$ cat src/rtl/sf_pkg.sv
// Shared SF cell definitions: operation codes and next-state rule.
package sf_pkg;

  // Bit 1 = S, bit 0 = F
  typedef enum logic [1:0] {
    SF_CLEAR  = 2'b00,
    SF_SET    = 2'b01,
    SF_HOLD   = 2'b10,
    SF_TOGGLE = 2'b11
  } sf_op_t;

  function automatic logic sf_next(input sf_op_t op, input logic q);
    logic nq;
    case (op)
      SF_CLEAR:  nq = 1'b0;
      SF_SET:    nq = 1'b1;
      SF_HOLD:   nq = q;
      SF_TOGGLE: nq = ~q;
      default:   nq = q;
    endcase
    return nq;
  endfunction

endpackage

$ cat src/rtl/sf_cell.sv
// Single SF flip-flop; clears to 0 on asynchronous active-low reset.
module sf_cell
  import sf_pkg::*;
(
  input  logic clk,
  input  logic rst_n,
  input  logic s,
  input  logic f,
  output logic q
);

  // Apply the SF rule selected by {s, f} every rising edge
  always_ff @(posedge clk or negedge rst_n) begin
    if (!rst_n) q <= 1'b0;
    else        q <= sf_next(sf_op_t'({s, f}), q);
  end

endmodule

$ cat src/rtl/sf_bank_arbiter.sv
// Round-robin access controller for a bank of SF cells.
// At most one operation per clock is accepted and applied to one cell;
// a registered response follows one cycle later.
module sf_bank_arbiter
  import sf_pkg::*;
#(
  parameter int NREQ  = 4,
  parameter int WIDTH = 8,
  parameter int IDXW  = 3
) (
  input  logic                      clk,
  input  logic                      rst_n,
  input  logic [NREQ-1:0]           req_valid,
  input  logic [2*NREQ-1:0]         req_op,
  input  logic [IDXW*NREQ-1:0]      req_idx,
  output logic [NREQ-1:0]           req_ready,
  output logic [WIDTH-1:0]          q,
  output logic                      resp_valid,
  output logic [$clog2(NREQ)-1:0]   resp_id,
  output logic                      resp_q,
  output logic                      err
);

  localparam int PW = $clog2(NREQ);

  logic [PW-1:0]   rr_ptr;
  logic [PW-1:0]   grant_id;
  logic            accept;
  sf_op_t          sel_op;
  logic [IDXW-1:0] sel_idx;
  logic            in_range;
  logic            cur_q;
  logic            new_q;
  int unsigned     j;

  // Round-robin search starting at rr_ptr; capture the winner's op and index
  always_comb begin
    accept   = 1'b0;
    grant_id = '0;
    sel_op   = SF_HOLD;
    sel_idx  = '0;
    j        = 0;
    for (int unsigned k = 0; k < NREQ; k++) begin
      j = (32'(rr_ptr) + k) % NREQ;
      if (!accept && req_valid[PW'(j)]) begin
        accept   = 1'b1;
        grant_id = PW'(j);
        sel_op   = sf_op_t'(req_op[2*j +: 2]);
        sel_idx  = req_idx[IDXW*j +: IDXW];
      end
    end
    req_ready = accept ? (NREQ'(1) << grant_id) : '0;
  end

  // Resolve the addressed cell's current and next value; out-of-range reads as 0
  always_comb begin
    in_range = 32'(sel_idx) < WIDTH;
    cur_q    = 1'b0;
    for (int unsigned c = 0; c < WIDTH; c++) begin
      if (sel_idx == IDXW'(c)) cur_q = q[c];
    end
    new_q = in_range ? sf_next(sel_op, cur_q) : 1'b0;
  end

  for (genvar g = 0; g < WIDTH; g++) begin : g_cell
    sf_op_t cell_op;
    assign cell_op = (accept && in_range && sel_idx == IDXW'(g)) ? sel_op : SF_HOLD;
    sf_cell u_cell (
      .clk   (clk),
      .rst_n (rst_n),
      .s     (cell_op[1]),
      .f     (cell_op[0]),
      .q     (q[g])
    );
  end

  // Advance the pointer past the winner and register the response
  always_ff @(posedge clk or negedge rst_n) begin
    if (!rst_n) begin
      rr_ptr     <= '0;
      resp_valid <= 1'b0;
      resp_id    <= '0;
      resp_q     <= 1'b0;
      err        <= 1'b0;
    end else begin
      resp_valid <= accept;
      resp_q     <= accept & new_q;
      err        <= accept & ~in_range;
      if (accept) begin
        rr_ptr  <= (32'(grant_id) == NREQ - 1) ? '0 : grant_id + 1'b1;
        resp_id <= grant_id;
      end
    end
  end

endmodule

$ cat config.mk
export PLATFORM = sky130hd
export DESIGN_NAME = sf_bank_arbiter
export DESIGN_NICKNAME = d
export VERILOG_FILES = /design/src/rtl/sf_pkg.sv /design/src/rtl/sf_cell.sv /design/src/rtl/sf_bank_arbiter.sv
export SDC_FILE = /design/constraint.sdc
export NUM_CORES = 1
export LEC_CHECK = 0
export ABC_AREA = 1
export CORE_UTILIZATION = 45
export DETAILED_ROUTE_END_ITERATION = 12
export PLACE_DENSITY = 0.76
export SETUP_SLACK_MARGIN = 0.1
export SLEW_MARGIN = 10
export SYNTH_ARGS = -nofsm -noshare
export SYNTH_HDL_FRONTEND = slang
export SYNTH_SLANG_ARGS = --single-unit
$ cat constraint.sdc
create_clock -name clk -period 4.67 [get_ports clk]
set_input_delay 0.934 -clock clk [delete_from_list [all_inputs] [get_ports clk]]
set_output_delay 0.934 -clock clk [all_outputs]
set_load 0.02 [all_outputs]
==> flow_summary.toml, run 1 <==
[sta]
fin_crit_sh_pct = 91.4
finClkSkew_ps = 0.632
worstMarginPinSlew_ps = 603
finalHoldViolations = 0
max_clock_freq_ghz = 0.234
hold_ws_ps = 482
rsz0062_at_grt = "no"
slew_headroom_pct = 59.7
drv_slew = 0
period_needed_ps = 4270
setup_ws_ps = 403
setup_viol = 0
fin_setup_tns_ps = 0

[final_layout]
regArea_sq_um = 350
layout-drive-gt1-share_pct = 10.8
nets = 373
final_cell_count_no_fill = 392
layout_common_cells = "nand2_1 (149), clkdlybuf4s50_1 (41), inv_1 (26)"
n_fill_cell = 407
areaGrowthSynthToFinish_pct = 21.5
layout_commonest_cell = "nand2_1"
antennaDiodeCount = 0
multi_input_area_sq_um = 1260

[floorplanning]
start_util_pct = 47.0
rows = 23
chipHeight_microns = 66.7
boundaryPins = 43
coreArea_sq_um = 4000
die_w_microns = 66.7
dieArea_sq_um = 4440

[detailed_routing]
wl_mm = 3.83
vias = 1858
vias_per_cell = 4.74
wl_per_cell_microns = 9.78
drc = 0
drt-initial-drc-count = 87
ant_nets = 0
first_pass_iters = 8

[critical_path]
worst-path-max-fanout = 4
cp-startpoint = "req_valid[2]"
critical_path_required_ps = 3740
rrSetupSlack_ps = 1990
cp.arrival_ps = 3330
endpoint_kind = "output port"
crit_end = "req_ready[3]"
criticalPathCategory = "primary input to output port"
r2r_cells = 14
crit_path_start_kind = "primary input"
reg2reg_to = "resp_q$_DFF_PN0_"
reg2reg_from = "rr_ptr[1]$_DFFE_PN0N_"

[placement]
dp_hpwl_mm = 3.13
pre_cts_ws_ps = 413
numPortBuffers = 41
place_congestion = 0.897
dp.cells = 388

[logic_synthesis]
seq_area_frac_synth_pct = 18.6
syn-mean-instance-area_sq_um = 6.01
yosysWarnings = 0
syn_area_sq_um = 1880
synth_cell_types = 40
synth_xor_xnor_area_share_pct = 3.72
netlist.area_leader.share_pct = 29.7
synthesis.nets = 343
yosys.area_share.adder_pct = 2.66
synth-simple-area-share_pct = 49.3
ys_ff_latch = 14
synth_compound_area_share_pct = 11.2
yosysTopAreaCell = "nand2_1"
netlist_instances = 313
synth.area.top_cells = "nand2_1 (30%), dfrtp_1 (19%), inv_1 (5.2%)"
synthMuxAreaShare_pct = 0
synth_top_family_by_area = "simple AND/OR/NAND/NOR gates"

[cts]
root_buffer = "clkbuf_8"
holdBufCountCts = 0
cts_tree = "yes"
htree_num_levels = 1
cts_setup_buffers = 0
cts_resized = 0
numCtsBuffers = 3
insertion_delay_ps = 240
path_clk_slew_ps = 60
clock_path_buffers = 2
clock_sinks = 14

[grt]
grt_usage_pct = 19.2
globalRoute.totalOverflow = 0
grt_first_pass_wirelength_mm = 6.76
grt_pass1_vias = 1603
grt_max_degree = 41
antenna_found_initial = 0

[min_path]
hold_path.class = "flip-flop to flip-flop"

[job]
cap_viol_max_count = 0

[outcome]
status = "complete, no violations"
## per-stage QoR
step / cell area (sq um) / util, %
global placement: 2230 / 55.8
global route: 2290 / 57.1
finish: 2290 / 57.1
floorplan: 1880 / -
detailed placement: 2230 / 55.8
CTS: 2290 / 57.1
## state kept, by name, summed over array words and instances (netlist names)
name	count
g_cell.u_cell.q	8
resp_id	2
rr_ptr	2
resp_q	1
resp_valid	1
## synthesized netlist by cell type
cell       count
a211oi_1       1
a21oi_1        4
a21oi_2        1
a31oi_1        1
a31oi_4        1
buf_2          3
buf_4         11
buf_6          4
clkbuf_1       1
clkinv_1       1
conb_1         1
dfrtp_1       14
ha_1           4
inv_1         26
inv_2          4
inv_4          1
nand2_1      149
nand2_2        3
nand2_4        2
nand3_1       10
nand3_2        4
nand3_4        2
nand3b_4       1
nand4_1        3
nand4_2        1
nor2_1        18
nor2_2         4
nor2_4         1
nor2_8         1
nor3_1         1
nor3_2         1
nor4_2         1
o2111ai_2      1
o211ai_1       2
o21ai_0       14
o21ai_1        6
o21ai_2        1
o31ai_1        1
xnor2_1        1
xor2_1         7
## critical path: stages
cell	delay [ps]
clkdlybuf4s50_1	480
inv_1	40
nand2_1	90
nand2_1	80
o21ai_1	320
nand2_1	150
o211ai_1	180
nor2_1	110
inv_1	90
ha_1	160
nand2_1	50
inv_1	50
clkdlybuf4s50_1	590
## metal layers
layer  part of all wire (%)  vias up  GRT usage, %
met3                    3.2        0          2.05
met4                      0        0          2.39
met2                     48       36          34.3
met1                     49      798          25.2
li1                       -     1024             -
met5                      0        -             0
## worst min-delay path by stage
stage	startpoint	endpoint	slack [ps]	cells after the start
finish	resp_id[0]$_DFFE_PN0N_	resp_id[0]$_DFFE_PN0N_	480	2
global route	resp_id[0]$_DFFE_PN0N_	resp_id[0]$_DFFE_PN0N_	510	2
CTS	resp_id[0]$_DFFE_PN0N_	resp_id[0]$_DFFE_PN0N_	480	2
detailed placement	resp_id[0]$_DFFE_PN0N_	resp_id[0]$_DFFE_PN0N_	470	2
global placement	resp_id[0]$_DFFE_PN0N_	resp_id[0]$_DFFE_PN0N_	480	2
floorplan	g_cell[0].u_cell.q$_DFFE_PN0P_	g_cell[0].u_cell.q$_DFFE_PN0P_	540	2
## cell families after synthesis
group / count (synthesis)
simple gates: 202
buf+inv: 51
compound gates: 33
flops: 14
xor+xnor: 8
fa+ha+maj: 4
other cells: 1
## final cells by class
type | instances | area share (%)
Timing Repair Buffer | 44 | 18.9
Sequential cell | 14 | 15.3
Clock buffer | 4 | 2.41
Multi-Input combinational cell | 248 | 55.2
Tap cell | 50 | 2.74
Inverter | 32 | 5.36
Power of run 1 is left out: the tool's default activity adds up to more than one toggle a clock period on the data nets, which glitch-free logic cannot reach.
==> run 2, diff against run 1 <==
--- a/config.mk
+++ b/config.mk
@@ -6,6 +6,7 @@
 export NUM_CORES = 1
 export LEC_CHECK = 0
 export ABC_AREA = 1
+export CORE_MARGIN = 1
 export CORE_UTILIZATION = 45
 export DETAILED_ROUTE_END_ITERATION = 12
 export PLACE_DENSITY = 0.76
==> results of run 2 <==
Same layout as run 1: the final DEF is identical, and so are final timing and power.
Power of run 2 is left out for the same reason.
==> run 3, diff against run 2 <==
--- a/config.mk
+++ b/config.mk
@@ -10,6 +10,7 @@
 export CORE_UTILIZATION = 45
 export DETAILED_ROUTE_END_ITERATION = 12
 export PLACE_DENSITY = 0.76
+export RECOVER_POWER = 100
 export SETUP_SLACK_MARGIN = 0.1
 export SLEW_MARGIN = 10
 export SYNTH_ARGS = -nofsm -noshare
==> run 3 against run 2 <==
Non-clock buffer count unchanged. Die area unchanged. First-iteration DRC count decreased by 6.9%. Clock-buffer cell count unchanged. Cell count unchanged. Register-to-register slack got worse by 350 ps. Critical path depth increased by 1. Critical path type unchanged. Largest cell class unchanged.
==> flow_summary.toml, run 3 (synthesized netlist as in run 1, its figures left out) <==
[final_layout]
multi_input_area_sq_um = 1240
regArea_sq_um = 350
layout_commonest_cell = "nand2_1"
layout-drive-gt1-share_pct = 9.94
max_flop_register = "g_cell.u_cell.q"
reg_top3 = "g_cell.u_cell.q x8, resp_id x2, rr_ptr x2"
layout_common_cells = "nand2_1 (151), clkdlybuf4s50_1 (28), inv_1 (26)"
areaGrowthSynthToFinish_pct = 20.1
antennaDiodeCount = 0
nets = 373
n_fill_cell = 411
largest_reg_flops = 8
post-route-util_pct = 56.5

[critical_path]
path_cells = "clkdlybuf4s50_1 > nand2_1 > nand2_1 > nand2_1 > nand2_1 > nor2_8 > nand2_1 > o211ai_1 > nor2_1 > inv_1 > ha_1 > nand2_1 > inv_1 > clkdlybuf4s50_1"
crit_path_start_kind = "primary input"
path_buf_inv = 4
critPathTopFamily = "buffers and inverters"
r2r_cells = 12
critical_path_required_ps = 3740
slowest_delay_ps = 520
rrSetupSlack_ps = 1640
worst_path_max_delay_cell = "clkdlybuf4s50_1"
cp.arrival_ps = 3400
reg2reg_to = "g_cell[2].u_cell.q$_DFFE_PN0P_"
worst-path-max-fanout = 8
reg2reg_from = "rr_ptr[1]$_DFFE_PN0N_"
path_common_cell = "nand2_1"
criticalPathCategory = "primary input to output port"
endpoint_kind = "output port"
cp.depth = 14

[cts]
clock_path_buffers = 2
cts_resized = 0
insertion_delay_ps = 240
htree_num_levels = 1
cts_setup_buffers = 0
holdBufCountCts = 0
numCtsBuffers = 3
root_buffer = "clkbuf_8"
path_clk_slew_ps = 60
clock_sinks = 14
cts_tree = "yes"

[sta]
rsz0062_at_grt = "no"
finalHoldViolations = 0
fin_crit_sh_pct = 92.8
slew_headroom_pct = 44.6
fin_setup_tns_ps = 0
max_clock_freq_ghz = 0.231
period_needed_ps = 4330
finClkSkew_ps = 1.04
drv_slew = 0
worstMarginPinSlew_ps = 827
setup_viol = 0

[floorplanning]
boundaryPins = 43
dieArea_sq_um = 4440
start_util_pct = 47.0
rows = 23
die_w_microns = 66.7
coreArea_sq_um = 4000
chipHeight_microns = 66.7

[job]
cap_viol_max_count = 0

[min_path]
hold_end = "resp_id[0]$_DFFE_PN0N_"
hold_path.class = "flip-flop to flip-flop"
hp-start = "resp_id[0]$_DFFE_PN0N_"
min_path_cells = 2

[detailed_routing]
drt-initial-drc-count = 81
first_pass_iters = 8
drc = 0
vias_per_cell = 4.73
vias = 1855
wl_per_cell_microns = 9.75
ant_nets = 0
wl_mm = 3.82

[grt]
grt_max_degree = 41
globalRoute.totalOverflow = 0
grt_usage_pct = 19.2
grt_pass1_vias = 1603
grt_first_pass_wirelength_mm = 6.76
antenna_found_initial = 0

[placement]
dp_hpwl_mm = 3.13
place_congestion = 0.897
numPortBuffers = 41

[outcome]
status = "complete, no violations"
## run 3: cell types whose count changed in the layout (fill, tap and decap cells not counted), sizes merged
cell	previous run	this run
clkdlybuf4s50	41	28
dlygate4sd3	0	13
## run 3: area by class of cell
type	instances	share of cell area (%)
Tap cell	50	2.77
Timing Repair Buffer	44	19.1
Sequential cell	14	15.5
Multi-Input combinational cell	248	54.7
Clock buffer	4	2.43
Inverter	32	5.42
## run 3: metal layers
| layer | wire (microns) | GRT usage (%) |
|---|---|---|
| met5 | 0 | 0 |
| met4 | 0 | 2.39 |
| met3 | 96 | 2.05 |
| met2 | 1830 | 34.3 |
| met1 | 1900 | 25.2 |
## run 3: worst max-delay path by stage
stage | end | from | slack [ps]
after floorplan | req_ready[3] | req_valid[3] | 1590
after global placement | req_ready[3] | req_valid[3] | 450
after detailed placement | req_ready[3] | req_valid[0] | 410
after CTS | req_ready[3] | req_valid[2] | 410
after global routing | req_ready[3] | req_valid[1] | 80
final | req_ready[3] | req_valid[1] | 340
## run 3: per-stage QoR
stage,setup WS (ps),cell area [sq um],hold WS [ps],std cells
after global placement,450,2230,477,388
after floorplan,1590,1880,541,313
final,338,2260,477,392
after global routing,84.9,2260,500,392
after CTS,407,2290,483,392
after detailed placement,413,2230,468,388
## run 3: worst reg2reg max path, cell delays in order (launching register included)
cell and delay, ps:
dfrtp_1 560, inv_4 150, nand2_1 100, nand2_1 240, nand2_1 200, nand2_1 180, nor2_8 200, nand2_1 110
inv_1 100, o211ai_1 90, a31oi_1 650, nand2_1 140, xor2_1 180
Power of run 3 is left out for the same reason.
